--- src/rtl/pick_controller_if.sv ---
// rtl/pick_controller_if.sv - pick controller key/level inputs and pick position outputs
interface pick_controller_if;
  logic       enable;
  logic [7:0] keycode;
  logic [9:0] pickY;
  logic [9:0] pickLRx;
  logic       openner;
  logic [2:0] attempts;
  logic       busy;

  modport master (
    output enable, keycode,
    input  pickY, pickLRx, openner, attempts, busy
  );

  modport slave (
    input  enable, keycode,
    output pickY, pickLRx, openner, attempts, busy
  );
endinterface

--- src/rtl/pick_controller.sv ---
// rtl/pick_controller.sv - keycode and frame tick to pick position, tension strobe and attempt count
module pick_controller #(
  parameter int Y_MIN       = 32,
  parameter int Y_MAX       = 479,
  parameter int Y_HOME      = 32,
  parameter int X_MIN       = 440,
  parameter int X_HOME      = 560,
  parameter int STEP        = 4,
  parameter int HOLD_FRAMES = 30,
  parameter int COOL_FRAMES = 15
) (
  input  logic Clk,
  input  logic Reset_n,
  input  logic frame_clk,
  pick_controller_if.slave pif
);

  localparam int MAXF = (HOLD_FRAMES > COOL_FRAMES) ? HOLD_FRAMES : COOL_FRAMES;
  localparam int CW   = (MAXF > 2) ? $clog2(MAXF) : 1;

  localparam logic [7:0] KEY_W     = 8'h1A;
  localparam logic [7:0] KEY_S     = 8'h16;
  localparam logic [7:0] KEY_A     = 8'h04;
  localparam logic [7:0] KEY_D     = 8'h07;
  localparam logic [7:0] KEY_SPACE = 8'h2C;

  typedef enum logic [1:0] {IDLE, MOVE, TENSION, COOLDOWN} state_t;

  state_t        state;
  logic [1:0]    frame_sync;
  logic          frame_prev;
  logic          tick;
  logic          enable_d;
  logic [CW-1:0] frame_cnt;
  logic [9:0]    pick_y;
  logic [9:0]    pick_x;
  logic          openner_q;
  logic [2:0]    attempts_q;
  logic          busy_q;

  // Clamped next positions, computed one bit wider so neither direction can wrap.
  logic [10:0] y_up, y_dn, x_up, x_dn;

  always_comb begin
    y_up = {1'b0, pick_y} + 11'(STEP);
    x_up = {1'b0, pick_x} + 11'(STEP);
    if (y_up > 11'(Y_MAX)) y_up = 11'(Y_MAX);
    if (x_up > 11'(X_HOME)) x_up = 11'(X_HOME);
    if ({1'b0, pick_y} < 11'(Y_MIN + STEP)) y_dn = 11'(Y_MIN);
    else                                    y_dn = {1'b0, pick_y} - 11'(STEP);
    if ({1'b0, pick_x} < 11'(X_MIN + STEP)) x_dn = 11'(X_MIN);
    else                                    x_dn = {1'b0, pick_x} - 11'(STEP);
  end

  always_ff @(posedge Clk or negedge Reset_n) begin
    if (!Reset_n) begin
      state      <= IDLE;
      frame_sync <= 2'b00;
      frame_prev <= 1'b0;
      tick       <= 1'b0;
      enable_d   <= 1'b0;
      frame_cnt  <= '0;
      pick_y     <= 10'(Y_HOME);
      pick_x     <= 10'(X_HOME);
      openner_q  <= 1'b1;
      attempts_q <= 3'd0;
      busy_q     <= 1'b0;
    end else begin
      frame_sync <= {frame_sync[0], frame_clk};
      frame_prev <= frame_sync[1];
      tick       <= frame_sync[1] & ~frame_prev;
      enable_d   <= pif.enable;

      // Level abort overrides any tick landing in the same cycle.
      if (state != IDLE && !pif.enable) begin
        state     <= IDLE;
        pick_y    <= 10'(Y_HOME);
        pick_x    <= 10'(X_HOME);
        openner_q <= 1'b1;
        busy_q    <= 1'b0;
        frame_cnt <= '0;
      end else begin
        case (state)
          IDLE: begin
            pick_y    <= 10'(Y_HOME);
            pick_x    <= 10'(X_HOME);
            openner_q <= 1'b1;
            busy_q    <= 1'b0;
            if (pif.enable && !enable_d) begin
              state      <= MOVE;
              attempts_q <= 3'd0;
            end
          end
          MOVE: begin
            if (tick) begin
              case (pif.keycode)
                KEY_W: pick_y <= y_dn[9:0];
                KEY_S: pick_y <= y_up[9:0];
                KEY_A: pick_x <= x_dn[9:0];
                KEY_D: pick_x <= x_up[9:0];
                KEY_SPACE: begin
                  state     <= TENSION;
                  openner_q <= 1'b0;
                  busy_q    <= 1'b1;
                  frame_cnt <= '0;
                  if (attempts_q != 3'd7) attempts_q <= attempts_q + 3'd1;
                end
                default: ;
              endcase
            end
          end
          TENSION: begin
            if (tick) begin
              if (frame_cnt == CW'(HOLD_FRAMES - 1)) begin
                state     <= COOLDOWN;
                openner_q <= 1'b1;
                frame_cnt <= '0;
              end else begin
                frame_cnt <= frame_cnt + 1'b1;
              end
            end
          end
          COOLDOWN: begin
            if (tick) begin
              if (frame_cnt == CW'(COOL_FRAMES - 1)) begin
                state     <= MOVE;
                busy_q    <= 1'b0;
                frame_cnt <= '0;
              end else begin
                frame_cnt <= frame_cnt + 1'b1;
              end
            end
          end
          default: state <= IDLE;
        endcase
      end
    end
  end

  assign pif.pickY    = pick_y;
  assign pif.pickLRx  = pick_x;
  assign pif.openner  = openner_q;
  assign pif.attempts = attempts_q;
  assign pif.busy     = busy_q;

endmodule

--- src/flat_wrapper.sv ---
// flat-port wrapper written by rule: the top's interface ports become plain ports
module pick_controller_flat 
#(
  parameter int Y_MIN       = 32,
  parameter int Y_MAX       = 479,
  parameter int Y_HOME      = 32,
  parameter int X_MIN       = 440,
  parameter int X_HOME      = 560,
  parameter int STEP        = 4,
  parameter int HOLD_FRAMES = 30,
  parameter int COOL_FRAMES = 15
)
  (Clk, Reset_n, frame_clk, pif_enable, pif_keycode, pif_pickY, pif_pickLRx, pif_openner, pif_attempts, pif_busy);
  pick_controller_if pif_i ();
  input  logic Clk;
  input  logic Reset_n;
  input  logic frame_clk;
  input wire logic [$bits(pif_i.enable)-1:0] pif_enable;
  input wire logic [$bits(pif_i.keycode)-1:0] pif_keycode;
  output wire logic [$bits(pif_i.pickY)-1:0] pif_pickY;
  output wire logic [$bits(pif_i.pickLRx)-1:0] pif_pickLRx;
  output wire logic [$bits(pif_i.openner)-1:0] pif_openner;
  output wire logic [$bits(pif_i.attempts)-1:0] pif_attempts;
  output wire logic [$bits(pif_i.busy)-1:0] pif_busy;
  assign pif_i.enable = pif_enable;
  assign pif_i.keycode = pif_keycode;
  assign pif_pickY = pif_i.pickY;
  assign pif_pickLRx = pif_i.pickLRx;
  assign pif_openner = pif_i.openner;
  assign pif_attempts = pif_i.attempts;
  assign pif_busy = pif_i.busy;
  pick_controller #(.Y_MIN(Y_MIN), .Y_MAX(Y_MAX), .Y_HOME(Y_HOME), .X_MIN(X_MIN), .X_HOME(X_HOME), .STEP(STEP), .HOLD_FRAMES(HOLD_FRAMES), .COOL_FRAMES(COOL_FRAMES)) u_core (.Clk(Clk), .Reset_n(Reset_n), .frame_clk(frame_clk), .pif(pif_i));
endmodule
--- config.mk ---
export PLATFORM = sky130hd
export DESIGN_NAME = pick_controller_flat
export DESIGN_NICKNAME = d
export VERILOG_FILES = /design/src/rtl/pick_controller_if.sv /design/src/rtl/pick_controller.sv /design/src/flat_wrapper.sv
export SDC_FILE = /design/constraint.sdc
export NUM_CORES = 1
export LEC_CHECK = 0
export ABC_AREA = 1
export ABC_CLOCK_PERIOD_IN_PS = 2310
export CORE_AREA = 2 2 71 79
export DETAILED_ROUTE_END_ITERATION = 10
export DIE_AREA = 0 0 73 81
export GPL_TIMING_DRIVEN = 1
export HOLD_SLACK_MARGIN = 0.08
export MAX_ROUTING_LAYER = met4
export PLACE_DENSITY = 0.86
export SETUP_SLACK_MARGIN = 0.15
export SLEW_MARGIN = 20
export SYNTH_ARGS = -nofsm -noshare
export SYNTH_HDL_FRONTEND = slang
export SYNTH_SLANG_ARGS = --single-unit
--- constraint.sdc ---
create_clock -name Clk -period 2.31 [get_ports Clk]
set_clock_uncertainty 0.1 [all_clocks]
set_input_delay 0.231 -clock Clk [delete_from_list [all_inputs] [get_ports Clk]]
set_output_delay 0.231 -clock Clk [all_outputs]
set_load 0.02 [all_outputs]
==> results by group, run 1 <==
Logic synthesis
  • Post-synth ARST share: 1.000
  • Post-synth EDFFs: 0
  • Register area share after synthesis: 0.3149
  • Prevailing post-synth register cell: dfrtp_1
  • Syn Area/Cell: 7.238 µm²
  • Synth warn: 0
  • Post-synthesis register bit count: 34
  • Post-Syn Area: about 2700 µm²
  • Mapped Cells: 376
  • Synth cell types: 40

Layout
  • FILL cells: around 450
  • Fin area: approximately 3300 µm²
  • Final nets: 447
  • Final std cells w/o fill: about 480
  • Layout cells sized above 1: 0.1758
  • Multi-input gate area: about 1600 µm²
  • # diodes: 0
  • Total area of sequential cells: between 800 and 900 µm²
  • Area Growth Syn to Fin: 21.89%

Global route
  • First-pass GRT wire length: 10880 µm
  • Number of global-route vias before repair: 2463
  • Gr usage total: 0.2387
  • Global route overflow: 0
  • Initial antenna violation count: 0
  • Largest net degree at the start of global routing: 35

Worst setup path
  • Reg-to-reg endpoint: u_core.pif.pickY[3]
  • Critical Path RT: roughly 2400 ps
  • Worst EP arrival: 2150 ps
  • FF-to-FF setup slack: between 200 and 300 ps
  • CP endpoint kind: flip-flop
  • Worst R2R Start: u_core.state[1]
  • Worst Setup EP: u_core.pif.pickY[3]
  • Kind of critical path: flip-flop to flip-flop
  • Crit. Startpoint: u_core.state[1]
  • Worst r2r path cells: 11
  • Cells along the critical path: inv_2 > ha_4 > nor2_4 > nor2_8 > nand2_1 > nand2_1 > inv_2 > nand2_4 > nor3b_4 > o21ai_1 > o21ai_1
  • CP max-delay cell: dfrtp_1
  • Critical path buffer and inverter count: 2
  • CP max FO: 9
  • Critical Path Stages: 11
  • Crit-path max cell delay: 420 ps
  • CP Launch Type: flip-flop
  • Top delay family on crit path: simple AND/OR/NAND/NOR gates

Drt
  • Number of routed nets with antenna violations: 0
  • Via count: 2627
  • Router iterations before antenna repair: 5
  • Final WL: 6585 µm
  • Via/cell ratio: about 5.5
  • DRC Markers: 0
  • Routed len/inst: approximately 14 µm
  • DRT iter0 DRCs: 350

Timing
  • Fin crit share: 0.8785
  • Tmin final: ~2000 ps
  • Final hold violations: 0
  • Setup_tns: 0 ps
  • Final-report setup violation count: 0
  • RSZ-0062 raised after global routing: true
  • Fmax: roughly 490 MHz
  • Worst hold margin: 237.3 ps
  • Fin. max-slew vios: 0

Clock network
  • Worst skew pair latency: roughly 300 ps
  • Clock transition at the registers of the reported paths: around 80 ps
  • CTS tree: built
  • Root buffer cell: clkbuf_8
  • Worst-case clock buffer depth: 2
  • Inserted Clock Buffers: 5
  • H-tree Lvls: 2
  • CTS Sinks: 34

Power
  • P_leak: ~0.0016 µW
  • Peak supply drop: 0.7235 mV
  • Pwr Density: 898.3 nW/µm²

Placed design
  • Placed Cells: 468
  • Post-DP HPWL: 4797 µm
  • Placement Cell Area: 3127 µm²
  • IO Port Bufs: 34
  • GPL Wtd Cong: 0.9698

Die
  • Ports: 37
  • Core area: roughly 5200 µm²
  • Die width: around 73 µm
  • Initial core utilization: 0.5213
  • Die height: 81 µm
  • Std cell rows: 28
  • Die ar.: 5913 µm²

Run status
  • Status: finished clean

Flow run
  • Max-cap violations: 0

Min path
  • Hold Crit Class: input pin to async pin
## power by group
part           internal [µW]  switching (µW)
clock network            321             239
registers                713             130
logic                    594             982
## worst register-to-register path, stage by stage (launching register included)
cell and delay [ps]:
dfrtp_1 420, inv_2 100, ha_4 200, nor2_4 200, nor2_8 80, nand2_1 80, nand2_1 60, inv_2 90
nand2_4 100, nor3b_4 290, o21ai_1 100, o21ai_1 160
## kinds of logic (layout without fill, tap and decap cells)
kind of cell | Yosys count | count (layout) | synth area share
xor+xnor | 13 | 13 | 0.04184
flops | 34 | 34 | 0.3149
simple gates | 187 | 187 | 0.3503
compound gates | 57 | 57 | 0.1182
fa+ha+maj | 15 | 15 | 0.06897
other cells | 1 | 2 | 0.001378
buf+inv | 69 | 113 | 0.1044
## metal layers
layer / global-route usage / wire length [µm] / vias to the layer above
li1: - / - / 1296
met1: 0.3056 / 2897 / 1217
met2: 0.3892 / 3249 / 94
met5: - / 0 / -
met3: 0.02854 / 283 / 20
met4: 0.08519 / 153 / 0
## cells in the mapped netlist (7+ instances only)
cell type,count,share of area
ha_1,15,0.069
dfrtp_1,29,0.27
nor2_1,36,0.050
nand3_1,30,0.055
inv_1,50,0.069
nand2_1,75,0.10
inv_2,10,0.014
a21oi_1,16,0.029
o21ai_0,13,0.024
xor2_1,12,0.039
o21ai_1,14,0.026
nor3_1,7,0.013
nand4_1,8,0.018
## through the flow
stage / util / setup slack, ps / total power (µW)
after detailed placement: 0.5990 / 124.8 / 2303
after CTS: 0.6208 / 188.5 / 2869
after global routing: 0.6354 / 104.0 / 3191
final: 0.6354 / 280.6 / 2980
after global placement: 0.5990 / 247.8 / 2251
after floorplan: - / 306.6 / 1893
## flip-flops by register name, summed over array words and instances (netlist names), 2 cells and up
name / count
u_core.frame_sync: 2
u_core.pif.pickLRx: 8
u_core.pif.pickY: 9
u_core.pif.attempts: 3
u_core.state: 2
u_core.frame_cnt: 5
## cell usage in the layout, fill, tap and decap left out, types with 6 or more instances in the layout
| cell type | n |
|---|---|
| clkdlybuf4s50_1 | 34 |
| nor3_1 | 6 |
| nand4_1 | 8 |
| o21ai_1 | 14 |
| dfrtp_1 | 28 |
| nand2_2 | 6 |
| inv_1 | 49 |
| ha_1 | 13 |
| nand3_2 | 6 |
| nand3_1 | 30 |
| inv_2 | 11 |
| xor2_1 | 12 |
| buf_4 | 11 |
| nor2_1 | 35 |
| o21ai_0 | 13 |
| a21oi_1 | 16 |
| nand2_1 | 75 |
## worst min path at each step
stage / start / end / slack [ps] / depth (start not counted)
after floorplan: Reset_n / u_core.enable_d / -160 / 0
after global placement: u_core.frame_sync[0] / u_core.frame_sync[1] / 230 / 0
after detailed placement: u_core.frame_sync[0] / u_core.frame_sync[1] / 250 / 0
after CTS: Reset_n / u_core.pif.pickY[3] / 250 / 2
after global routing: u_core.frame_sync[0] / u_core.frame_sync[1] / 280 / 0
final: Reset_n / u_core.frame_sync[0] / 240 / 2
## final cells by class
class / instances / share of cell area
repair buffers: 45 / 0.1275
flip-flops and latches: 34 / 0.2588
inverters: 60 / 0.06790
multi-input cells: 274 / 0.4889
clock buffers: 5 / 0.02075
well taps: 60 / 0.02263
clock inverters: 3 / 0.01358
## repair_timing
action / in CTS / in global routing
buffers inserted: 0 / 5
hold buffers: 0 / 0
hold endpoints to repair: 0 / 0
gates resized for setup: 0 / 9
endpoints found under the setup margin: 0 / 24
Power figures use the tool's default switching activity.
==> run 2: changes to the inputs <==
- RECOVER_POWER: default -> 50
==> run 2 against run 1 <==
Effect of this change:
- design area about the same
- maximum frequency is essentially flat
- clock power hardly changed
- combinational power about the same
- sequential cell count unchanged
- die area stayed put
- via count shrank 0.15%
- worst setup slack better by 1.2 ps
- total power decreased by 0.34%
- critical path depth unchanged
- largest power group unchanged
- highest routed layer unchanged
==> results by group, run 2 (synthesized netlist as in run 1, its figures left out) <==
Power
  • Seq pwr share: 0.284 (was 0.283)
  • Peak supply drop: 0.7217 mV (was 0.7235 mV)
  • Combinational power share: 0.527 (was 0.529)
  • Pint: 1618 µW (was 1628 µW)
  • Switching Share: 0.4551 (was 0.4536)
  • Pwr Density: 895.9 nW/µm² (was 898.3 nW/µm²)
  • P_sw: 1351 µW (was 1352 µW)
  • P_leak: 0.001574 µW (was 0.001555 µW)
  • Clock network power share: 0.189 (was 0.188)

Layout
  • Multi-input gate area: 1622 µm² (unchanged)
  • Most frequent cells in the layout: 75 x nand2_1, 49 x inv_1, 35 x nor2_1 (unchanged)
  • # diodes: 0 (unchanged)
  • Final std cells w/o fill: 481 (unchanged)
  • Total area of sequential cells: 858.3 µm² (unchanged)
  • Final nets: 447 (unchanged)
  • Commonest non-fill, non-tap cell in the layout: nand2_1 (unchanged)
  • Layout cells sized above 1: 0.1758 (unchanged)
  • FILL cells: 448 (was 449)
  • Area Growth Syn to Fin: 21.79% (was 21.89%)
  • Largest register FFs: 9 (unchanged)

Clock network
  • Worst skew pair latency: 300 ps (about the same)
  • Clock transition at the registers of the reported paths: 80 ps (about the same)
  • CTS Sinks: 34 (unchanged)
  • Inserted Clock Buffers: 5 (unchanged)
  • H-tree Lvls: 2 (unchanged)
  • Root buffer cell: clkbuf_8 (unchanged)
  • Hold-fix buffers at CTS: 0 (unchanged)
  • Worst-case clock buffer depth: 2 (unchanged)
  • CTS tree: built (unchanged)

Global route
  • Number of global-route vias before repair: 2463 (unchanged)
  • Global route overflow: 0 (unchanged)
  • Largest net degree at the start of global routing: 35 (unchanged)
  • Initial antenna violation count: 0 (unchanged)
  • First-pass GRT wire length: 10880 µm (unchanged)
  • Gr usage total: 0.2387 (unchanged)

Placed design
  • Post-DP HPWL: 4797 µm (unchanged)
  • IO Port Bufs: 34 (unchanged)
  • Placed Cells: 468 (unchanged)
  • GPL Wtd Cong: 0.9698 (unchanged)

Die
  • Ports: 37 (unchanged)
  • Die height: 81 µm (unchanged)
  • Core area: 5220 µm² (unchanged)
  • Die ar.: 5913 µm² (unchanged)
  • Std cell rows: 28 (unchanged)
  • Die width: 73 µm (unchanged)
  • Initial core utilization: 0.5213 (unchanged)

Worst setup path
  • Worst EP arrival: 2150 ps (about the same)
  • CP Launch Type: flip-flop (unchanged)
  • Kind of critical path: flip-flop to flip-flop (unchanged)
  • Critical Path RT: 2430 ps (about the same)
  • CP max FO: 9 (unchanged)
  • CP endpoint kind: flip-flop (unchanged)

Timing
  • Final hold violations: 0 (unchanged)
  • Worst slew margin: 0.4359
  • Setup_tns: 0 ps (unchanged)
  • Fmax: 493.0 MHz (was 492.8 MHz)
  • Tmin final: 2028 ps (was 2029 ps)
  • Final-report setup violation count: 0 (unchanged)
  • Worst slew pin tran: 846.1 ps
  • Fin. max-slew vios: 0 (unchanged)
  • RSZ-0062 raised after global routing: true (unchanged)
  • Fin crit share: 0.8780 (was 0.8785)

Drt
  • DRC Markers: 0 (unchanged)
  • Via/cell ratio: 5.453 (was 5.462)
  • DRT iter0 DRCs: 353 (was 350)
  • Routed len/inst: 13.65 µm (was 13.69 µm)
  • Via count: 2623 (was 2627)
  • Number of routed nets with antenna violations: 0 (unchanged)
  • Router iterations before antenna repair: 5 (unchanged)
  • Final WL: 6565 µm (was 6585 µm)

Min path
  • Hold Crit Class: flip-flop to flip-flop (was input pin to async pin)

Run status
  • Status: finished clean (unchanged)

Flow run
  • Max-cap violations: 0 (unchanged)
==> run 2: cell count changes in the layout (fill, tap and decap cells not counted) <==
cell             before  now
clkbuf_2              0    1
dlygate4sd3_1         0    9
buf_4                11   10
clkdlybuf4s50_1      34   25
==> run 2: layout make-up <==
class / count / area share
multi-input cells: 274 / 0.4892
flip-flops and latches: 34 / 0.2590
repair buffers: 45 / 0.1268
inverters: 60 / 0.06795
well taps: 60 / 0.02265
clock buffers: 5 / 0.02076
clock inverters: 3 / 0.01359
==> run 2: timing repair <==
item	CTS	global route
setup buffers	0	5
gates resized for setup	0	9
endpoints found under the setup margin	0	24
==> run 2: metal layers <==
layer  part of all wire  global-route usage  wire length (µm)
met1               0.43              0.3056              2848
met2               0.49              0.3892              3242
met3              0.050             0.02854               330
met4              0.022             0.08519               144
met5                  0                   -                 0
==> run 2: critical path: stages, from the launching register on <==
cell     delay (ps)
dfrtp_1         420
inv_2           100
ha_4            200
nor2_4          200
nor2_8           70
nand2_1          80
nand2_1          60
inv_2            90
nand2_4         100
nor3b_4         290
o21ai_1         100
o21ai_1         160
==> run 2: stage by stage <==
stage / setup WS [ps] / hold WS (ps) / util / power (µW) / instance area [µm²]
after floorplan: 306.6 / -164.6 / - / 1893 / 2725
final: 281.7 / 263.8 / 0.6349 / 2969 / 3314
after global placement: 247.8 / 235.0 / 0.5990 / 2251 / 3127
after global routing: 104.2 / 282.9 / 0.6349 / 3180 / 3314
after detailed placement: 124.8 / 247.2 / 0.5990 / 2303 / 3127
after CTS: 188.5 / 252.3 / 0.6208 / 2869 / 3241
==> run 2: worst paths after layout <==
check / end / cells after the start / slack (ps) / startpoint
worst min register to register: u_core.frame_sync[1] / 0 / 260 / u_core.frame_sync[0]
max in group asynchronous: u_core.pif.pickY[3] / 2 / 1070 / Reset_n
worst max register to register: u_core.pif.pickY[3] / 11 / 280 / u_core.state[1]
worst min-delay path: u_core.frame_sync[1] / 0 / 260 / u_core.frame_sync[0]
worst max-delay path: u_core.pif.pickY[3] / 11 / 280 / u_core.state[1]
min in group asynchronous: u_core.frame_sync[0] / 2 / 470 / Reset_n
==> run 2: power groups by stage <==
stage	sequential [µW]	clock [µW]	combinational [µW]
2_1_floorplan	874	0	1020
3_3_place_gp	847	0	1400
6_report	842	561	1570
3_5_place_dp	854	0	1450
5_1_grt	858	592	1730
4_1_cts	845	566	1460
==> run 3: changes to the inputs <==
- CORE_AREA: 2 2 71 79 -> 2 2 74 83
- DIE_AREA: 0 0 73 81 -> 0 0 76 85
- PLACE_DENSITY: 0.86 -> 0.8
==> run 3 against run 2 <==
Effect of this change:
- total power grew 3.2%
- global-route usage shrank 2.8 points
- sequential share of layout area shrank 0.35 points
- register-to-register slack is essentially flat
- sequential power is essentially flat
- die area grew 9.3%
- first-iteration DRC count shrank 29%
- non-clock buffer count grew 1
- via count shrank 0.69%
- routed wire length shrank 2.3%
- design area grew 1.4%
- highest routed layer unchanged
- worst setup slack gained 3.3 ps
==> results by group, run 3 (synthesized netlist as in run 1, its figures left out) <==
Clock network
  • Clock transition at the registers of the reported paths: 70 ps (was 80 ps)
  • Inserted Clock Buffers: 5 (unchanged)
  • Worst skew pair latency: 290 ps (was 300 ps)
  • Root buffer cell: clkbuf_8 (unchanged)
  • Hold-fix buffers at CTS: 0 (unchanged)
  • CTS tree: built (unchanged)
  • CTS Sinks: 34 (unchanged)
  • H-tree Lvls: 2 (unchanged)
  • Worst-case clock buffer depth: 2 (unchanged)

Placed design
  • IO Port Bufs: 34 (unchanged)
  • GPL Wtd Cong: 0.9371 (was 0.9698)
  • Post-DP HPWL: 4833 µm (was 4797 µm)

Worst setup path
  • CP endpoint kind: flip-flop (unchanged)
  • Kind of critical path: flip-flop to flip-flop (unchanged)
  • Critical Path RT: 2420 ps (was 2430 ps)
  • Worst EP arrival: 2130 ps (was 2150 ps)
  • CP max FO: 9 (unchanged)
  • CP Launch Type: flip-flop (unchanged)

Timing
  • Setup_tns: 0 ps (unchanged)
  • Fin crit share: 0.8766 (was 0.8780)
  • Fin. max-slew vios: 0 (unchanged)
  • Worst slew margin: 0.4438 (was 0.4359)
  • RSZ-0062 raised after global routing: false (was true)
  • Worst slew pin tran: 834.3 ps (was 846.1 ps)
  • Tmin final: 2025 ps (was 2028 ps)
  • Final hold violations: 0 (unchanged)
  • Final-report setup violation count: 0 (unchanged)
  • Worst hold margin: 251.0 ps (was 263.8 ps)
  • Fmax: 493.8 MHz (was 493.0 MHz)

Min path
  • Hold Crit Class: flip-flop to flip-flop (unchanged)

Drt
  • Via count: 2605 (was 2623)
  • DRT iter0 DRCs: 249 (was 353)
  • Routed len/inst: 12.85 µm (was 13.65 µm)
  • DRC Markers: 0 (unchanged)
  • Number of routed nets with antenna violations: 0 (unchanged)
  • Final WL: 6413 µm (was 6565 µm)
  • Router iterations before antenna repair: 4 (was 5)
  • Via/cell ratio: 5.220 (was 5.453)

Power
  • P_leak: 0.001595 µW (was 0.001574 µW)
  • Peak supply drop: 0.6790 mV (was 0.7217 mV)
  • Pwr Density: 912.3 nW/µm² (was 895.9 nW/µm²)
  • Overall power: 3065 µW (was 2969 µW)

Die
  • Initial core utilization: 0.4839 (was 0.5213)
  • Ports: 37 (unchanged)
  • Std cell rows: 29 (was 28)
  • Die height: 85 µm (was 81 µm)
  • Core area: 5624 µm² (was 5220 µm²)
  • Die ar.: 6460 µm² (was 5913 µm²)
  • Die width: 76 µm (was 73 µm)

Flow run
  • Max-cap violations: 0 (unchanged)

Layout
  • Most frequent cells in the layout: 75 x nand2_1, 48 x inv_1, 36 x nor2_1 (was 75 x nand2_1, 49 x inv_1, 35 x nor2_1)
  • # diodes: 0 (unchanged)
  • Final nets: 448 (was 447)
  • Area Growth Syn to Fin: 23.45% (was 21.79%)
  • Commonest non-fill, non-tap cell in the layout: nand2_1 (unchanged)
  • Largest register FFs: 9 (unchanged)
  • Layout cells sized above 1: 0.1754 (was 0.1758)

Run status
  • Status: finished clean (unchanged)

Global route
  • Gr usage total: 0.2106 (was 0.2387)
  • Global route overflow: 0 (unchanged)
  • Initial antenna violation count: 0 (unchanged)
  • First-pass GRT wire length: 10860 µm (was 10880 µm)
  • Largest net degree at the start of global routing: 35 (unchanged)
  • Number of global-route vias before repair: 2525 (was 2463)
run 3: area by class of cell:
cell class / instances / area [µm²]
fillers: 491 / 2265
multi-input cells: 274 / 1609
flip-flops and latches: 34 / 858.3
repair buffers: 46 / 427.9
inverters: 60 / 225.2
well taps: 77 / 96.34
clock buffers: 6 / 82.58
clock inverters: 2 / 60.06
run 3: where the power goes:
part	total (µW)	internal [µW]	switching (µW)
registers	844	713	131
logic	1540	595	950
clock network	676	460	216
total	3060	1770	1300
run 3: critical path: stages (launching register included):
cell and delay, ps:
dfrtp_1 420, inv_2 90, ha_4 190, nor2_4 190, nor2_8 70, nand2_1 80, nand2_1 70, inv_2 80
nand2_4 100, nor3b_4 290, o21ai_1 110, o21ai_1 150
run 3: what timing repair did:
action	CTS	global route
gates resized for setup	0	8
endpoints found under the setup margin	0	24
buffers inserted	0	6
run 3: path summary, 6_finish.rpt:
kind / endpoint / depth (start not counted) / start / slack, ps
worst max register to register: u_core.pif.pickY[3] / 11 / u_core.state[0] / 290
worst min-delay path: u_core.frame_sync[1] / 0 / u_core.frame_sync[0] / 250
worst min register to register: u_core.frame_sync[1] / 0 / u_core.frame_sync[0] / 250
max in group asynchronous: u_core.pif.pickY[3] / 2 / Reset_n / 1080
worst max-delay path: u_core.pif.pickY[3] / 11 / u_core.state[0] / 290
min in group asynchronous: u_core.frame_prev / 2 / Reset_n / 470
run 3: per-stage QoR:
step	utilization	instance area, µm²	instances	setup WS [ps]
after floorplan	-	2725	377	306.6
after global placement	0.5597	3148	485	179.7
after detailed placement	0.5597	3148	485	91.56
after CTS	0.5851	3291	493	199.2
after global routing	0.5973	3359	499	143.5
final	0.5973	3359	499	285.1
run 3: per-layer routing:
| layer | global-route usage | part of all wire |
|---|---|---|
| met2 | 0.3734 | 0.52 |
| met5 | - | 0 |
| met3 | 0.03830 | 0.041 |
| met4 | 0.06777 | 0.016 |
| met1 | 0.2431 | 0.42 |
==> variant: new RTL, flow settings as in run 1 <==
Encoding of `state_t`: now Gray code (2 bits for 4 states).
--- a/src/rtl/pick_controller.sv
+++ b/src/rtl/pick_controller.sv
@@ -24,7 +24,7 @@
   localparam logic [7:0] KEY_D     = 8'h07;
   localparam logic [7:0] KEY_SPACE = 8'h2C;
 
-  typedef enum logic [1:0] {IDLE, MOVE, TENSION, COOLDOWN} state_t;
+  typedef enum logic [1:0] {IDLE = 2'b00, MOVE = 2'b01, TENSION = 2'b11, COOLDOWN = 2'b10} state_t;
 
   state_t        state;
   logic [1:0]    frame_sync;
Check against the original RTL: same outputs for any inputs over 10 cycles, from zero or initial values and one cycle with Reset_n low; not proved beyond that.
==> variant against run 1 <==
- largest cell class unchanged
- sequential cell count unchanged
- total power shrank 26%
- critical endpoint is now u_core.pif.pickY[0]
- non-clock buffer count down 9
- largest power group unchanged
- routed wire length down 14%
- setup slack improved by 0.036 ns
- design area shrank 8.1%
- critical path type unchanged
- synthesized area shrank 5.5%
==> variant: results (changes against run 1) <==
outcome:
  outcome: "complete, no violations"
finish:
  fin_nets: 426  # -4.7%
  syn_to_final_growth_pct: 18.4
  largest_reg_flops: 9  # unchanged
  drive_gt1_share_pct: 13.1  # -4.5 points
setup_path:
  r2r-end: "u_core.pif.pickY[0]"
  rr_worst_depth: 15  # +4
  cp.arrival_ns: 2.07  # -0.08 ns
  r2r_slack_ns: 0.32  # +0.04 ns
  critPathLaunch: "u_core.pif.pickY[2]"
  r2r-start: "u_core.pif.pickY[2]"
  cp_max_fo: 6  # -3
grt:
  grt_usage_pct: 21.2  # -2.7 points
  grt_pass1_vias: 2150  # -13%
  grt_pass1_wl_um: 9640  # -11%
power:
  peakVddDrop_mv: 0.539  # -25%
  power_switching_uw: 926  # -31%
  power_leakage_uw: 0.00143  # -7.8%
place:
  hpwl_um: 4530  # -5.5%
  dp.cells: 456  # -2.6%
  gp_congestion: 0.900  # -7.2%
  portBuffers: 34  # unchanged
cts:
  clk_pin_slew_worst_paths_ns: 0.07
  clock_latency_ns: 0.28  # -0.02 ns
  htreeDepth: 2  # unchanged
worst_hold_path:
  hold_class: "input port to async pin"
detailed_routing:
  viasPerCell: 5.22  # -4.5%
  wl_per_cell_um: 12.2  # -11%
  drt_iter0_markers: 223  # -36%
  routed_wl_um: 5650  # -14%
synthesis:
  yosysWarnings: 0  # unchanged
  synth_area_leaders: "dfrtp_1, nand2_1, inv_1, nor2_1, ha_1"
  ys_async_sr_fraction_pct: 100  # unchanged
  ys_seq_area_share_pct: 33.3  # +1.8 points
  synthCells: 365  # -2.9%
  synth_cell_types: 40  # unchanged
  ys_top_cells_by_count: "nand2_1, inv_1, nor2_1"
timing:
  min_period_over_period_pct: 86.3  # -1.6 points
-- variant: cell types whose count changed after synthesis, moves of 5 or more --
cell	before	now
nand2_1	75	82
a21oi_1	16	10
inv_1	50	44
nand2_2	6	11
-- variant: layer usage --
layer / track usage (%) / part of all wire [%] / routed length (um) / vias up
met4: 3.15 / 0.58 / 33 / 0
li1: - / - / - / 1238
met2: 33.3 / 48 / 2720 / 59
met3: 4.47 / 4.4 / 248 / 5
met1: 28.8 / 47 / 2650 / 1118
met5: - / 0 / 0 / -
-- variant: layout make-up --
class | instances | area [um2]
Clock buffer | 8 | 80.1
Timing Repair Buffer | 36 | 355
Sequential cell | 34 | 861
Multi-Input combinational cell | 270 | 1460
Fill cell | 471 | 2170
Tap cell | 60 | 75.1
Inverter | 56 | 215
-- variant: critical path, stage by stage, from the launching register on --
cell and delay [ns]:
dfrtp_2 0.42, inv_1 0.11, ha_1 0.35, nand3_1 0.09
nor2_1 0.11, nor2_1 0.05, nor2_1 0.08, nand2_1 0.05
nand2_1 0.07, nand2_2 0.06, nand2_4 0.10, nand2_2 0.07
nand2_1 0.07, nand2_1 0.05, nand2_1 0.05, nand2_1 0.05
-- variant: logic make-up (layout without fill, tap and decap cells) --
kind of cell               count (synthesis)  count (layout)  synth area share, %
adders and majority gates                 11              11                 5.35
other                                      1               2                0.146
buffers and inverters                     62             100                 10.2
AOI/OAI and AO/OA                         53              53                 12.0
and+or+nand+nor                          191             191                 34.6
xor gates and xnor gates                  13              13                 4.43
DFF                                       34              34                 33.3
-- variant: stage by stage --
step	setup WS [ns]	hold WS, ns	total power, uW	area [um2]
after floorplan	0.368	-0.165	1500	2580
after global placement	0.278	0.238	1770	2960
after detailed placement	0.220	0.245	1790	2960
after CTS	0.281	0.259	2210	3040
after global routing	0.151	0.260	2380	3050
final	0.317	0.248	2200	3050
-- variant: power by group through the flow --
stage,logic (uW),registers [uW],clock network (uW)
5_1_grt,1080,847,456
6_report,965,831,408
3_3_place_gp,934,833,0
2_1_floorplan,651,853,0
4_1_cts,966,828,419
3_5_place_dp,958,836,0
-- variant: worst max-delay path by stage --
stage | endpoint | depth (start not counted) | slack [ns]
floorplan | u_core.pif.pickY[0] | 15 | 0.37
global placement | u_core.frame_cnt[2] | 11 | 0.28
detailed placement | u_core.frame_cnt[4] | 12 | 0.22
CTS | u_core.pif.pickY[0] | 15 | 0.28
global route | u_core.pif.pickY[0] | 15 | 0.15
finish | u_core.pif.pickY[0] | 15 | 0.32
